[src/rtl/cpu_pkg.sv]
// Shared pipeline definitions: default widths, special encodings, fetch FSM states, IF/ID layout.
// Latency: none (types and constants only).
// Backpressure: not applicable.
package cpu_pkg;

  localparam int PC_WIDTH          = 19;
  localparam int INSTRUCTION_WIDTH = 32;
  localparam int MEMORY_SIZE       = 1024;
  localparam int RESET_PC          = 0;

  localparam logic [INSTRUCTION_WIDTH-1:0] HALT_INSTR = 32'hFFFF_FFFF;
  localparam logic [INSTRUCTION_WIDTH-1:0] NOP_INSTR  = 32'h0000_0000;

  // RUN fetches; HALTED freezes the PC until a redirect arrives.
  typedef enum logic {
    RUN    = 1'b0,
    HALTED = 1'b1
  } fetch_state_t;

  // IF/ID pipeline register contents at the default widths; decode consumes these fields.
  typedef struct packed {
    logic [INSTRUCTION_WIDTH-1:0] instr;
    logic [PC_WIDTH-1:0]          pc;
    logic [PC_WIDTH-1:0]          pc_next;
    logic                         valid;
  } ifid_t;

  // Address range test done at 64 bits so any PC width compares cleanly against the memory size.
  function automatic logic addr_in_range(input logic [63:0] addr, input int unsigned size);
    return addr < 64'(size);
  endfunction

endpackage

[src/rtl/ifid_register.sv]
// IF/ID pipeline register: captures a fetched instruction with its address and link value.
// Latency: 1 cycle from load to outputs.
// Backpressure: neither load nor bubble asserted holds the current contents (stall).
module ifid_register #(
  parameter int                           PC_WIDTH          = cpu_pkg::PC_WIDTH,
  parameter int                           INSTRUCTION_WIDTH = cpu_pkg::INSTRUCTION_WIDTH,
  parameter logic [INSTRUCTION_WIDTH-1:0] NOP_INSTR         = cpu_pkg::NOP_INSTR
) (
  input  logic                         clk,
  input  logic                         rst_n,
  input  logic                         load,
  input  logic                         bubble,
  input  logic [INSTRUCTION_WIDTH-1:0] instr_d,
  input  logic [PC_WIDTH-1:0]          pc_d,
  input  logic [PC_WIDTH-1:0]          pc_next_d,
  output logic [INSTRUCTION_WIDTH-1:0] instr_q,
  output logic [PC_WIDTH-1:0]          pc_q,
  output logic [PC_WIDTH-1:0]          pc_next_q,
  output logic                         valid_q
);
  import cpu_pkg::*;

  // Same layout as cpu_pkg::ifid_t, sized by this instance's parameters.
  typedef struct packed {
    logic [INSTRUCTION_WIDTH-1:0] instr;
    logic [PC_WIDTH-1:0]          pc;
    logic [PC_WIDTH-1:0]          pc_next;
    logic                         valid;
  } entry_t;

  localparam entry_t BUBBLE = '{
    instr:   NOP_INSTR,
    pc:      '0,
    pc_next: '0,
    valid:   1'b0
  };

  entry_t entry_q;
  entry_t entry_d;

  // Next contents: bubble beats load; with neither, the register holds.
  always_comb begin
    entry_d = entry_q;
    if (bubble) begin
      entry_d = BUBBLE;
    end else if (load) begin
      entry_d.instr   = instr_d;
      entry_d.pc      = pc_d;
      entry_d.pc_next = pc_next_d;
      entry_d.valid   = 1'b1;
    end
  end

  // Pipeline register with asynchronous clear to a bubble.
  always_ff @(posedge clk or negedge rst_n) begin
    if (!rst_n) begin
      entry_q <= BUBBLE;
    end else begin
      entry_q <= entry_d;
    end
  end

  assign instr_q   = entry_q.instr;
  assign pc_q      = entry_q.pc;
  assign pc_next_q = entry_q.pc_next;
  assign valid_q   = entry_q.valid;

endmodule

[src/rtl/fetch_stage.sv]
// Instruction fetch: owns the PC, addresses instruction memory, fills IF/ID, detects HALT.
// Latency: instruction at pc_o appears on ifid_* one cycle later.
// Backpressure: stall_i holds PC and IF/ID; redirect_i overrides stall and flush.
module fetch_stage #(
  parameter int                           PC_WIDTH          = cpu_pkg::PC_WIDTH,
  parameter int                           INSTRUCTION_WIDTH = cpu_pkg::INSTRUCTION_WIDTH,
  parameter int                           MEMORY_SIZE       = cpu_pkg::MEMORY_SIZE,
  parameter logic [PC_WIDTH-1:0]          RESET_PC          = PC_WIDTH'(cpu_pkg::RESET_PC),
  parameter logic [INSTRUCTION_WIDTH-1:0] HALT_INSTR        = cpu_pkg::HALT_INSTR,
  parameter logic [INSTRUCTION_WIDTH-1:0] NOP_INSTR         = cpu_pkg::NOP_INSTR
) (
  input  logic                         clk,
  input  logic                         rst_n,
  input  logic                         stall_i,
  input  logic                         flush_i,
  input  logic                         redirect_i,
  input  logic [PC_WIDTH-1:0]          redirect_pc_i,
  input  logic [INSTRUCTION_WIDTH-1:0] instr_i,
  output logic [PC_WIDTH-1:0]          pc_o,
  output logic [INSTRUCTION_WIDTH-1:0] ifid_instr_o,
  output logic [PC_WIDTH-1:0]          ifid_pc_o,
  output logic [PC_WIDTH-1:0]          ifid_pc_next_o,
  output logic                         ifid_valid_o,
  output logic                         fetch_fault_o,
  output logic                         halted_o
);
  import cpu_pkg::*;

  localparam logic [PC_WIDTH-1:0] PC_ONE = PC_WIDTH'(1);

  fetch_state_t        state_q;
  fetch_state_t        state_d;
  logic [PC_WIDTH-1:0] pc_q;
  logic [PC_WIDTH-1:0] pc_d;
  logic [PC_WIDTH-1:0] pc_inc;
  logic                fault_q;
  logic                fault_set;
  logic                ifid_load;
  logic                ifid_bubble;
  logic                in_range;
  logic                is_halt;

  // Sequential successor wraps naturally at 2^PC_WIDTH.
  assign pc_inc   = pc_q + PC_ONE;
  assign in_range = addr_in_range(64'(pc_q), MEMORY_SIZE);
  assign is_halt  = (instr_i == HALT_INSTR);

  // Per-edge decision: redirect, then halted/stall hold, then flush, then normal fetch.
  always_comb begin
    pc_d        = pc_q;
    state_d     = state_q;
    ifid_load   = 1'b0;
    ifid_bubble = 1'b0;
    fault_set   = 1'b0;
    if (redirect_i) begin
      // Taken branch/jump: squash what was fetched and leave HALTED if halt was on the wrong path.
      pc_d        = redirect_pc_i;
      ifid_bubble = 1'b1;
      state_d     = RUN;
    end else if (state_q == HALTED) begin
      // PC frozen; IF/ID drains to bubbles unless decode is stalled on it.
      ifid_bubble = !stall_i;
    end else if (stall_i) begin
      // Hold everything; a pending flush is re-presented once the stall drops.
      pc_d = pc_q;
    end else if (flush_i) begin
      pc_d        = pc_inc;
      ifid_bubble = 1'b1;
    end else begin
      pc_d = pc_inc;
      if (!in_range) begin
        // Memory returns nothing meaningful here: insert a bubble and latch the fault.
        ifid_bubble = 1'b1;
        fault_set   = 1'b1;
      end else begin
        ifid_load = 1'b1;
        if (is_halt) begin
          state_d = HALTED;
        end
      end
    end
  end

  // PC, FSM state and sticky fault flag.
  always_ff @(posedge clk or negedge rst_n) begin
    if (!rst_n) begin
      pc_q    <= RESET_PC;
      state_q <= RUN;
      fault_q <= 1'b0;
    end else begin
      pc_q    <= pc_d;
      state_q <= state_d;
      fault_q <= fault_q | fault_set;
    end
  end

  ifid_register #(
    .PC_WIDTH          (PC_WIDTH),
    .INSTRUCTION_WIDTH (INSTRUCTION_WIDTH),
    .NOP_INSTR         (NOP_INSTR)
  ) u_ifid (
    .clk       (clk),
    .rst_n     (rst_n),
    .load      (ifid_load),
    .bubble    (ifid_bubble),
    .instr_d   (instr_i),
    .pc_d      (pc_q),
    .pc_next_d (pc_inc),
    .instr_q   (ifid_instr_o),
    .pc_q      (ifid_pc_o),
    .pc_next_q (ifid_pc_next_o),
    .valid_q   (ifid_valid_o)
  );

  assign pc_o          = pc_q;
  assign fetch_fault_o = fault_q;
  assign halted_o      = (state_q == HALTED);

endmodule

[config.mk]
export PLATFORM = sky130hd
export DESIGN_NAME = fetch_stage
export DESIGN_NICKNAME = d
export VERILOG_FILES = /design/src/rtl/cpu_pkg.sv /design/src/rtl/ifid_register.sv /design/src/rtl/fetch_stage.sv
export SDC_FILE = /design/constraint.sdc
export NUM_CORES = 1
export LEC_CHECK = 0
export CAP_MARGIN = 10
export CORE_AREA = 4 4 115 95
export CTS_CLUSTER_DIAMETER = 150
export DETAILED_ROUTE_END_ITERATION = 7
export DIE_AREA = 0 0 119 99
export GPL_TIMING_DRIVEN = 0
export PLACE_DENSITY = 0.73
export SLEW_MARGIN = 20
export SYNTH_ARGS = -nofsm -noshare
export SYNTH_HDL_FRONTEND = slang
export SYNTH_SLANG_ARGS = --single-unit
export TNS_END_PERCENT = 1
[constraint.sdc]
create_clock -name clk -period 6.3 [get_ports clk]
set_clock_uncertainty 0.2 [all_clocks]
set_input_delay 0.945 -clock clk [delete_from_list [all_inputs] [get_ports clk]]
set_output_delay 0.945 -clock clk [all_outputs]
set_load 0.1 [all_outputs]
==> summary.txt <==
Die
  • FP Rows: 32
  • Io pins: 148
  • Core ar.: 9650 µm²
  • Die area: 11,800 µm²
  • Die Height: 99 µm
  • Die width: 119 µm
  • Initial Util: 40.1%

Critical path
  • CP delay by family, top: buffers and inverters
  • CP endpoint kind: primary output
  • Setup CP Type: register to primary output
  • Depth of the most critical reg-to-reg path: 6
  • Max FO, Critical Path: 8
  • Bufs and invs on worst path: 1
  • CP max stage delay: 1.21 ns
  • Critical Path Slowest Stage Cell: clkdlybuf4s50_1
  • Setup slack, reg-to-reg: 3.97 ns
  • CP Launch Type: register
  • Worst R2R End: pc_o[10]
  • Reg-to-reg startpoint: pc_o[0]
  • Critical path, cell by cell: clkdlybuf4s50_1
  • Crit path DAT: 2.08 ns
  • Critical Path RT: 5.15 ns

Synthesis
  • Ys flop type: dfrtp_1
  • Synth area leader: dfrtp_1
  • Syn Inst Count: 327
  • Area contributors post-synth: dfrtp_1, a22o_1, xnor2_1
  • Register bit total from synthesis: 92
  • Yosys cell types: 39
  • EDFF count, synth: 0
  • Fraction of registers with async set/reset: 100%
  • Post-Syn Area: 3870 µm²
  • Syn_nets: 384
  • YS warnings: 0
  • Syn avg cell area: 11.8 µm²
  • Register area share after synthesis: 59.5%
  • Synth top area share: 59.5%

Timing
  • Fmax: 0.311 GHz
  • Final setup viols: 0
  • Fin. max-slew vios: 0
  • Final Hold Vio Count: 0
  • Rel. slew slack: 31.6%
  • Final Cycle Share: 51.1%
  • Setup_tns: 0 ns
  • Worst slew pin tran: 1.02 ns
  • Tmin final: 3.22 ns
  • Final Worst Setup Slack: 3.08 ns
  • RSZ-0062 raised after global routing: false

Clock tree
  • H-tree depth: 3
  • Post-CTS setup buffer count: 0
  • Sink Count: 92
  • Root Buffer: clkbuf_16
  • Total CTS buffers: 9
  • CTS tree: built
  • CTS clock-pin slew for the worst setup and hold paths: 0.06 ns
  • Hold-fix buffers, CTS: 0
  • Clock latency on the worst-skew pair: 0.33 ns
  • Clk buf depth: 2
  • Cts repair resizes: 0

Global routing
  • Initial antenna violation count: 0
  • First-pass GRT wire length: 18,600 µm
  • GRT Overall Usage: 19.7%
  • Largest net degree at the start of global routing: 52
  • Vias in the first global route: 3,521
  • Remaining Overflow, GRT: 0

Detailed routing
  • Post-route ant nets: 0
  • Detailed Routing Iterations Pass 1: 5
  • Vias post-DR: 3,330
  • DRC Markers: 0
  • DR WL/cell: 18.2 µm
  • Detailed Route WL: 11,400 µm
  • Initial DRC count: 246
  • Via density: 5.33

Power
  • Max IR drop VDD: 0.128 mV
  • Leakage power: 2.49 nW
  • Part of the power in combinational logic: 16.6%
  • Pwr/cell area: 247 nW/µm²
  • Switching Power: 405 µW
  • Part of the power in the clock network: 40.4%
  • Reg power frac: 43.0%
  • P_int: 1.04 mW
  • Switch share: 28.1%

Placed design
  • Worst slack, placed: 2.94 ns
  • PortBufs: 146
  • Final HPWL DP: 8530 µm
  • Area of placed instances: 5530 µm²
  • Placed Cells: 610
  • Gpl congestion: 0.829

Flow run
  • Max_cap viols: 0

Cells and area
  • Syn-to-layout area delta: 51.3%
  • Finished Cell Area: 5850 µm²
  • Share of cells above drive strength 1: 7.36%
  • Nets@finish: 542
  • Finished Layout Cells: 625
  • Final core occ: 60.6%
  • Antenna cells: 0

Worst hold path
  • Hold path cells: 1
  • Worst hold endpoint: fetch_fault_o
  • Hold Crit Start: fetch_fault_o
  • HP Class: register to register

Status
  • Status: finished clean
worst max-delay path by stage:
stage	from	to	slack (ns)	cells past startpoint
final	pc_o[0]	pc_o[0]	3.08	1
after global placement	rst_n	u_ifid.instr_q[10]	0.76	1
after CTS	pc_o[0]	pc_o[0]	3.06	1
after detailed placement	stall_i	u_ifid.pc_next_q[3]	2.94	8
after global routing	pc_o[0]	pc_o[0]	3.01	1
after floorplan	pc_o[8]	pc_o[17]	3.48	6
cell families (layout without fill, tap and decap cells):
kind of cell | after synthesis | after routing | synth area share (%)
AND/OR/NAND/NOR | 100 | 100 | 14.7
flip-flops | 92 | 92 | 59.5
AO/OA/AOI/OAI | 81 | 81 | 16.8
buffers and inverters | 32 | 194 | 3.79
XOR/XNOR | 20 | 20 | 4.53
adder cells (fa/ha/maj) | 1 | 1 | 0.324
multiplexers | 1 | 1 | 0.259
synthesized netlist by cell type, types with 3 or more instances:
library cell,count
dfrtp_1,92
clkbuf_1,14
a22o_1,53
inv_1,5
or4_1,5
a31oi_1,3
buf_2,9
nor3_1,5
nand3_1,6
and2_1,17
nand2_1,22
nor4_1,9
nand4_1,12
o21ai_0,13
xor2_1,7
nor2_1,10
buf_4,4
xnor2_1,13
o31ai_1,3
per-stage QoR:
step,hold slack (ns),total power [mW]
6_report,0.258,1.44
5_1_grt,0.282,1.49
4_1_cts,0.264,1.45
3_5_place_dp,0.247,0.872
3_3_place_gp,0.242,0.866
2_1_floorplan,0.449,0.773
cells in the final DEF, fill, tap and decap left out, drive strengths merged, types with 2 or more instances in the layout:
cell type	count
o21ai	13
and2	17
xor2	7
o31a	3
buf	15
clkdlybuf4s50	145
and4	2
dfrtp	92
clkbuf	24
nand2	22
bufinv	2
nand3	7
nor2b	2
a21o	2
inv	6
a31oi	3
nor3	5
nand4	14
nand2b	2
xnor2	13
o31ai	3
or4	5
nor4	9
a22o	53
nor2	10
routing by layer:
metal	share of wire, %	vias to the layer above	global-route usage (%)
met4	1.2	0	5.34
li1	-	1518	-
met2	45	146	29.4
met3	7.0	17	5.97
met1	47	1649	27.9
met5	0	-	0
area by class of cell:
cell class,count,area [µm²]
Buffer,27,128
Sequential cell,92,2300
Multi-Input combinational cell,203,1420
Tap cell,136,170
Timing Repair Buffer,147,1490
Inverter,5,18.8
Clock inverter,5,85.1
Clock buffer,10,239
Fill cell,796,3800
flip-flops by register name (all words and copies together) (netlist names):
| signal | flops |
|---|---|
| u_ifid.pc_next_q | 19 |
| pc_o | 19 |
| u_ifid.valid_q | 1 |
| u_ifid.pc_q | 19 |
| halted_o | 1 |
| fetch_fault_o | 1 |
| u_ifid.instr_q | 32 |
power by group through the flow:
stage | Clock (mW) | Sequential [mW] | Combinational, mW
finish | 0.583 | 0.621 | 0.240
global route | 0.618 | 0.623 | 0.254
CTS | 0.591 | 0.620 | 0.241
detailed placement | 0 | 0.632 | 0.240
global placement | 0 | 0.631 | 0.235
floorplan | 0 | 0.716 | 0.0564
Power figures use the tool's default switching activity.
